$ cat config.mk
export PLATFORM = sky130hd
export DESIGN_NAME = alu_pipe
export DESIGN_NICKNAME = d
export VERILOG_FILES = /design/src/rtl/alu_pkg.sv /design/src/rtl/alu_core.sv /design/src/rtl/alu_pipe.sv
export SDC_FILE = /design/constraint.sdc
export NUM_CORES = 1
export LEC_CHECK = 0
export ABC_AREA = 1
export CAP_MARGIN = 20
export CORE_MARGIN = 2
export CORE_UTILIZATION = 35
export CTS_CLUSTER_SIZE = 28
export DETAILED_ROUTE_END_ITERATION = 7
export GPL_TIMING_DRIVEN = 0
export PLACE_DENSITY = 0.61
export SYNTH_ARGS = -nofsm -noshare
export SYNTH_HDL_FRONTEND = slang
export SYNTH_HIERARCHICAL = 1
export SYNTH_SLANG_ARGS = --single-unit
$ cat constraint.sdc
create_clock -name clk -period 9 [get_ports clk]
set_clock_uncertainty 0.15 [all_clocks]
set_input_delay 2.25 -clock clk [delete_from_list [all_inputs] [get_ports clk]]
set_output_delay 2.25 -clock clk [all_outputs]
set_load 0.005 [all_outputs]
$ cat src/rtl/alu_pkg.sv
// Shared definitions for the pipelined ALU: op codes, FSM states and flag bit positions.
package alu_pkg;

  localparam logic [2:0] OP_ADD = 3'b000;
  localparam logic [2:0] OP_SUB = 3'b001;
  localparam logic [2:0] OP_AND = 3'b010;
  localparam logic [2:0] OP_OR  = 3'b011;
  localparam logic [2:0] OP_XOR = 3'b100;
  localparam logic [2:0] OP_SHL = 3'b101;
  localparam logic [2:0] OP_SHR = 3'b110;
  localparam logic [2:0] OP_MUL = 3'b111;

  typedef enum logic [1:0] {
    ST_IDLE = 2'd0,
    ST_MUL  = 2'd1,
    ST_DONE = 2'd2
  } state_t;

  localparam int FLAG_C = 0;
  localparam int FLAG_Z = 1;
  localparam int FLAG_N = 2;
  localparam int FLAG_V = 3;
  localparam int NFLAGS = 4;

  // Two's-complement overflow of an addition, from the operand and sum sign bits.
  function automatic logic add_ovf(input logic sa, input logic sb, input logic ss);
    return (sa == sb) && (ss != sa);
  endfunction

endpackage

$ cat src/rtl/alu_core.sv
// Combinational datapath for every single-cycle op; MUL is handled by the sequential wrapper.
module alu_core
  import alu_pkg::*;
#(
  parameter int WIDTH = 16,
  parameter int SHW   = $clog2(WIDTH)
) (
  input  logic [2:0]        op,
  input  logic [WIDTH-1:0]  a,
  input  logic [WIDTH-1:0]  b,
  output logic [WIDTH-1:0]  result,
  output logic [NFLAGS-1:0] flags
);

  logic [WIDTH-1:0] b_eff;
  logic [WIDTH:0]   sum;
  logic [SHW-1:0]   sh;
  logic [WIDTH:0]   shl_w;
  logic [WIDTH:0]   shr_w;

  always_comb begin
    b_eff  = (op == OP_SUB) ? ~b : b;
    sum    = {1'b0, a} + {1'b0, b_eff} + {{WIDTH{1'b0}}, (op == OP_SUB)};
    sh     = b[SHW-1:0];
    // One guard bit beside the operand catches the last bit shifted out.
    shl_w  = {1'b0, a} << sh;
    shr_w  = {a, 1'b0} >> sh;
    result = '0;
    flags  = '0;
    case (op)
      OP_ADD, OP_SUB: begin
        result         = sum[WIDTH-1:0];
        flags[FLAG_C]  = sum[WIDTH];
        flags[FLAG_V]  = add_ovf(a[WIDTH-1], b_eff[WIDTH-1], sum[WIDTH-1]);
      end
      OP_AND: result = a & b;
      OP_OR:  result = a | b;
      OP_XOR: result = a ^ b;
      OP_SHL: begin
        result        = shl_w[WIDTH-1:0];
        flags[FLAG_C] = shl_w[WIDTH];
      end
      OP_SHR: begin
        result        = shr_w[WIDTH:1];
        flags[FLAG_C] = shr_w[0];
      end
      default: result = '0;
    endcase
    flags[FLAG_Z] = (result == '0);
    flags[FLAG_N] = result[WIDTH-1];
  end

endmodule

$ cat src/rtl/alu_pipe.sv
// Handshaked ALU between register read and write-back; single-cycle ops plus a shift-add MUL.
//   state   | meaning
//   IDLE    | empty, ready for a new op
//   MUL     | shift-add multiply in progress, cnt steps remaining, inputs ignored
//   DONE    | result/flags valid, held until out_ready
module alu_pipe
  import alu_pkg::*;
#(
  parameter int WIDTH = 16,
  parameter int SHW   = $clog2(WIDTH)
) (
  input  logic             clk,
  input  logic             reset,
  input  logic             in_valid,
  output logic             in_ready,
  input  logic [2:0]       op,
  input  logic [WIDTH-1:0] a,
  input  logic [WIDTH-1:0] b,
  output logic             out_valid,
  input  logic             out_ready,
  output logic [WIDTH-1:0] result,
  output logic [WIDTH-1:0] result_hi,
  output logic             flag_c,
  output logic             flag_z,
  output logic             flag_n,
  output logic             flag_v
);

  localparam int CW = SHW + 1;

  state_t            state, state_next;
  logic [CW-1:0]     cnt;
  logic [WIDTH-1:0]  mcand, mplier, acc;
  logic [WIDTH:0]    mul_sum;
  logic [2*WIDTH-1:0] prod_next;
  logic [WIDTH-1:0]  core_result;
  logic [NFLAGS-1:0] core_flags;
  logic              accept, mul_last;

  alu_core #(.WIDTH(WIDTH), .SHW(SHW)) u_core (
    .op     (op),
    .a      (a),
    .b      (b),
    .result (core_result),
    .flags  (core_flags)
  );

  assign in_ready  = !reset && ((state == ST_IDLE) || ((state == ST_DONE) && out_ready));
  assign accept    = in_valid && in_ready;
  assign out_valid = (state == ST_DONE);
  assign mul_last  = (state == ST_MUL) && (cnt == CW'(1));

  // Low product bits shift into mplier as its consumed bits drop out the bottom.
  assign mul_sum   = {1'b0, acc} + {1'b0, (mplier[0] ? mcand : {WIDTH{1'b0}})};
  assign prod_next = {mul_sum, mplier[WIDTH-1:1]};

  always_ff @(posedge clk or posedge reset) begin
    if (reset) state <= ST_IDLE;
    else       state <= state_next;
  end

  always_comb begin
    state_next = state;
    case (state)
      ST_IDLE: if (accept) state_next = (op == OP_MUL) ? ST_MUL : ST_DONE;
      ST_MUL:  if (mul_last) state_next = ST_DONE;
      ST_DONE: begin
        if (accept)         state_next = (op == OP_MUL) ? ST_MUL : ST_DONE;
        else if (out_ready) state_next = ST_IDLE;
      end
      default: state_next = ST_IDLE;
    endcase
  end

  always_ff @(posedge clk or posedge reset) begin
    if (reset) begin
      cnt       <= '0;
      mcand     <= '0;
      mplier    <= '0;
      acc       <= '0;
      result    <= '0;
      result_hi <= '0;
      flag_c    <= 1'b0;
      flag_z    <= 1'b0;
      flag_n    <= 1'b0;
      flag_v    <= 1'b0;
    end else if (accept) begin
      if (op == OP_MUL) begin
        mcand  <= a;
        mplier <= b;
        acc    <= '0;
        cnt    <= CW'(WIDTH);
      end else begin
        result    <= core_result;
        result_hi <= '0;
        flag_c    <= core_flags[FLAG_C];
        flag_z    <= core_flags[FLAG_Z];
        flag_n    <= core_flags[FLAG_N];
        flag_v    <= core_flags[FLAG_V];
      end
    end else if (state == ST_MUL) begin
      acc    <= prod_next[2*WIDTH-1:WIDTH];
      mplier <= prod_next[WIDTH-1:0];
      cnt    <= cnt - CW'(1);
      if (mul_last) begin
        result    <= prod_next[WIDTH-1:0];
        result_hi <= prod_next[2*WIDTH-1:WIDTH];
        flag_c    <= |prod_next[2*WIDTH-1:WIDTH];
        flag_z    <= (prod_next == '0);
        flag_n    <= prod_next[2*WIDTH-1];
        flag_v    <= 1'b0;
      end
    end
  end

endmodule

==> summary.md <==
| Metric | Value |
|---|---|
| PwrDens | roughly 190 mW/mm² |
| Met1 Use GR | about a third |
| Synthesized area per cell | about 6.4 µm² |
| P_leak | about 5.3 nW |
| Clk root buf | clkbuf_16 |
| Fmax | 158 MHz |
| Met3 global-route usage | 2.82% |
| Yosys warnings | 6 |
| Nets | 1547 |
| Crit path max-delay family | simple AND/OR/NAND/NOR gates |
| Share of post-route cells with drive strength above 1 | 7.56% |
| Die extent in x | around 160 µm |
| Avg Vias per Cell | around 5 |
| Post-synthesis sequential area ratio | 26.4% |
| Maximum buffer depth of the clock tree | 2 |
| CTS Buf Count | 9 |
| GR peak layer | met2 |
| Most used cell, CP | nor2_1 |
| Grt total ovfl | 0 |
| Port bufs | 76 |
| DP HPWL | roughly 25000 µm |
| Drt wl/cell | 17.6 µm |
| Vias in the first global route | slightly below 9000 |
| Unique masters post-synth | 46 |
| Final Max Tran Viols | 0 |
| FF+latch count, synth | slightly above 90 |
| Number of remaining DRC errors | 0 |
| Core area | 0.0242 mm² |
| RSZ-0062 raised after global routing | no |
| N_diodes | 0 |
| CTS tree | done |
| Crit Path Class | in -> reg |
| Total track usage | between 20% and 30% |
| CTS H-Tree Depth | 3 |
| Synthesized net count | roughly 1500 |
| Leading cell type in the layout, fill and taps excluded | nand2_1 |
| Post-route ant nets | 0 |
| FF-to-FF setup slack | 5.98 ns |
| Setup TNS Final | 0 ns |
| Antenna violations before repair | 0 |
| Clk Latency, worst-skew pair | about 0.34 ns |
| Hold Vio Cnt, Final | 0 |
| Final worst-path cycle share | 70.5% |
| Slew HR | between 50% and 60% |
| I/O pins | 77 |
| Worst EP required | 9.11 ns |
| Worst path bufs/invs | 4 |
| Mapped Area | 0.00863 mm² |
| Gpl congestion | 0.965 |
| Global-route wire length before repair | between 40000 and 50000 µm |
| Critical path's largest stage delay | around 0.63 ns |
| GRT met2 Usage | about two fifths |
| Worst slew pin tran | slightly above 0.7 ns |
| Via count | a little over 9000 |
| # Max-Cap Violations | 0 |
| Initial Utilization | ~36% |
| Drt initial violations | 914 |
| Status | completed |
| Worst min path class | reg -> reg |
| Cts repair resizes | 0 |
| Cells along the critical path | clkdlybuf4s50_1, nor2_4, buf_2, nand2_1, buf_4, xor2_1, ha_1, nand2_1, inv_1, a21oi_1, nand3_1, nor2_1, nor2_1, nor2_1, nand3_1, nor2_1, nand3_1, nor2_1, a21oi_1, a21oi_1 |
| Layout area overhead | 17.5% |
| WL final | about 31000 µm |
| CP Data Arrival Time | 6.46 ns |
| Post-CTS setup buffers | 0 |
| Die ar. | between 0.02 and 0.03 mm² |
| First-pass DRT Iterations | 6 |
| Slowest CP cell | clkdlybuf4s50_1 |
| Max IR drop VDD | about 0.00012 V |
| Finish-stage setup viols | 0 |
| Fin crit period | around 6.3 ns |
| Mapped Cells | roughly 1400 |
| Utilization after layout | around two fifths |
| Largest net degree at the start of global routing | 52 |
| CP max FO | 10 |
| Element type at the critical path end | flip-flop |
| Die height | between 150 and 200 µm |
| Clock net sink count | 91 |
| Startpoint types | primary input |
| Most frequent cells in the layout | 497 x nand2_1, 143 x inv_1, 111 x nand3_1, 101 x nor2_1, 91 x dfrtp_1 |
| Cell Rows | 57 |
| Reg clk slew, reported paths | approximately 0.060 ns |
| CTS Hold Bufs | 0 |
## final cells by class
type	instances	area, µm²
Fill cell	2660	14100
Multi-Input combinational cell	1054	5490
Sequential cell	91	2280
Timing Repair Buffer	77	788
Inverter	156	588
Tap cell	324	405
Buffer	49	279
Clock buffer	9	225
Clock inverter	6	90.1
## metal layers
| metal | up-vias | share of wire (%) |
|---|---|---|
| met3 | 53 | 6.8 |
| met1 | 4177 | 45 |
| met5 | - | 0 |
| li1 | 4504 | - |
| met4 | 0 | 3.1 |
| met2 | 340 | 45 |
## state kept, by name (all words and copies together), names as in the netlist
signal and count:
flag_z 1, result_hi 16, acc 16, flag_n 1, mcand 16, flag_v 1
result 16, cnt 5, state 2, flag_c 1, mplier 16
## final timing paths
kind,startpoint,end,cells past startpoint
max,op[1],flag_z,20
min,flag_c,flag_c,2
max reg2reg,mplier[0],flag_c,15
min reg2reg,flag_c,flag_c,2
max in group asynchronous,reset,acc[2],3
min in group asynchronous,reset,state[1],2
## per-stage QoR
stage               hold WS (ns)  instance area (µm²)  std cells  setup WS [ns]  total power [mW]
global placement           0.306                 9800       1750           2.33              1.50
floorplan                  0.292                 8630       1350           4.14              1.17
CTS                        0.330                10100       1766           2.72              1.92
detailed placement         0.312                 9830       1751           2.35              1.51
finish                     0.327                10100       1766           2.66              1.92
global route               0.341                10100       1766           2.35              2.06
## worst register-to-register path, cell delays in order, from the launching register on
cell and delay [ns]:
dfrtp_1 0.32, clkbuf_1 0.29, clkbuf_1 0.38, nand2_1 0.17, inv_1 0.09, ha_1 0.27, a21oi_1 0.20, nor2_1 0.06
nor2_1 0.08, nand2_1 0.06, a21oi_1 0.35, nand3_2 0.15, nor2_4 0.15, nand4_1 0.08, nand2_1 0.08, nand2_1 0.04
## cell usage after synthesis, drive strengths merged
cell type	n	area share, %
o21a	4	0.35
clkbuf	20	0.87
xnor2	1	0.10
and2	6	0.44
dfrtp	91	26
nand3	120	7.6
or2	8	0.58
fa	2	0.46
o211ai	26	2.3
o21ai	62	3.6
a31oi	17	1.2
nor3	4	0.55
nor2	113	5.4
nor4	4	0.29
nor3b	2	0.23
a22oi	3	0.26
a21o	2	0.17
nand3b	9	0.78
a21boi	1	0.087
nand2	519	23
o31ai	1	0.087
nand4	15	1.1
buf	29	2.4
xor2	19	1.9
clkinv	2	0.087
o21bai	1	0.087
a21oi	45	2.8
ha	68	9.9
inv	154	6.7
o22ai	2	0.14
## cell families (layout without fill, tap and decap cells)
group / count (synthesis) / after routing / synth area share, %
simple gates: 800 / 800 / 40.2
buf+inv: 205 / 297 / 10.0
compound gates: 164 / 164 / 11.1
flops: 91 / 91 / 26.4
fa+ha+maj: 70 / 70 / 10.3
xor+xnor: 20 / 20 / 2.03
## power breakdown
part | switching [mW] | leakage [nW] | internal, mW | total (mW)
clock network | 0.162 | 0.152 | 0.243 | 0.405
registers | 0.0942 | 1.18 | 0.539 | 0.634
logic | 0.531 | 3.94 | 0.347 | 0.878
(Power assumes the default switching activity.)
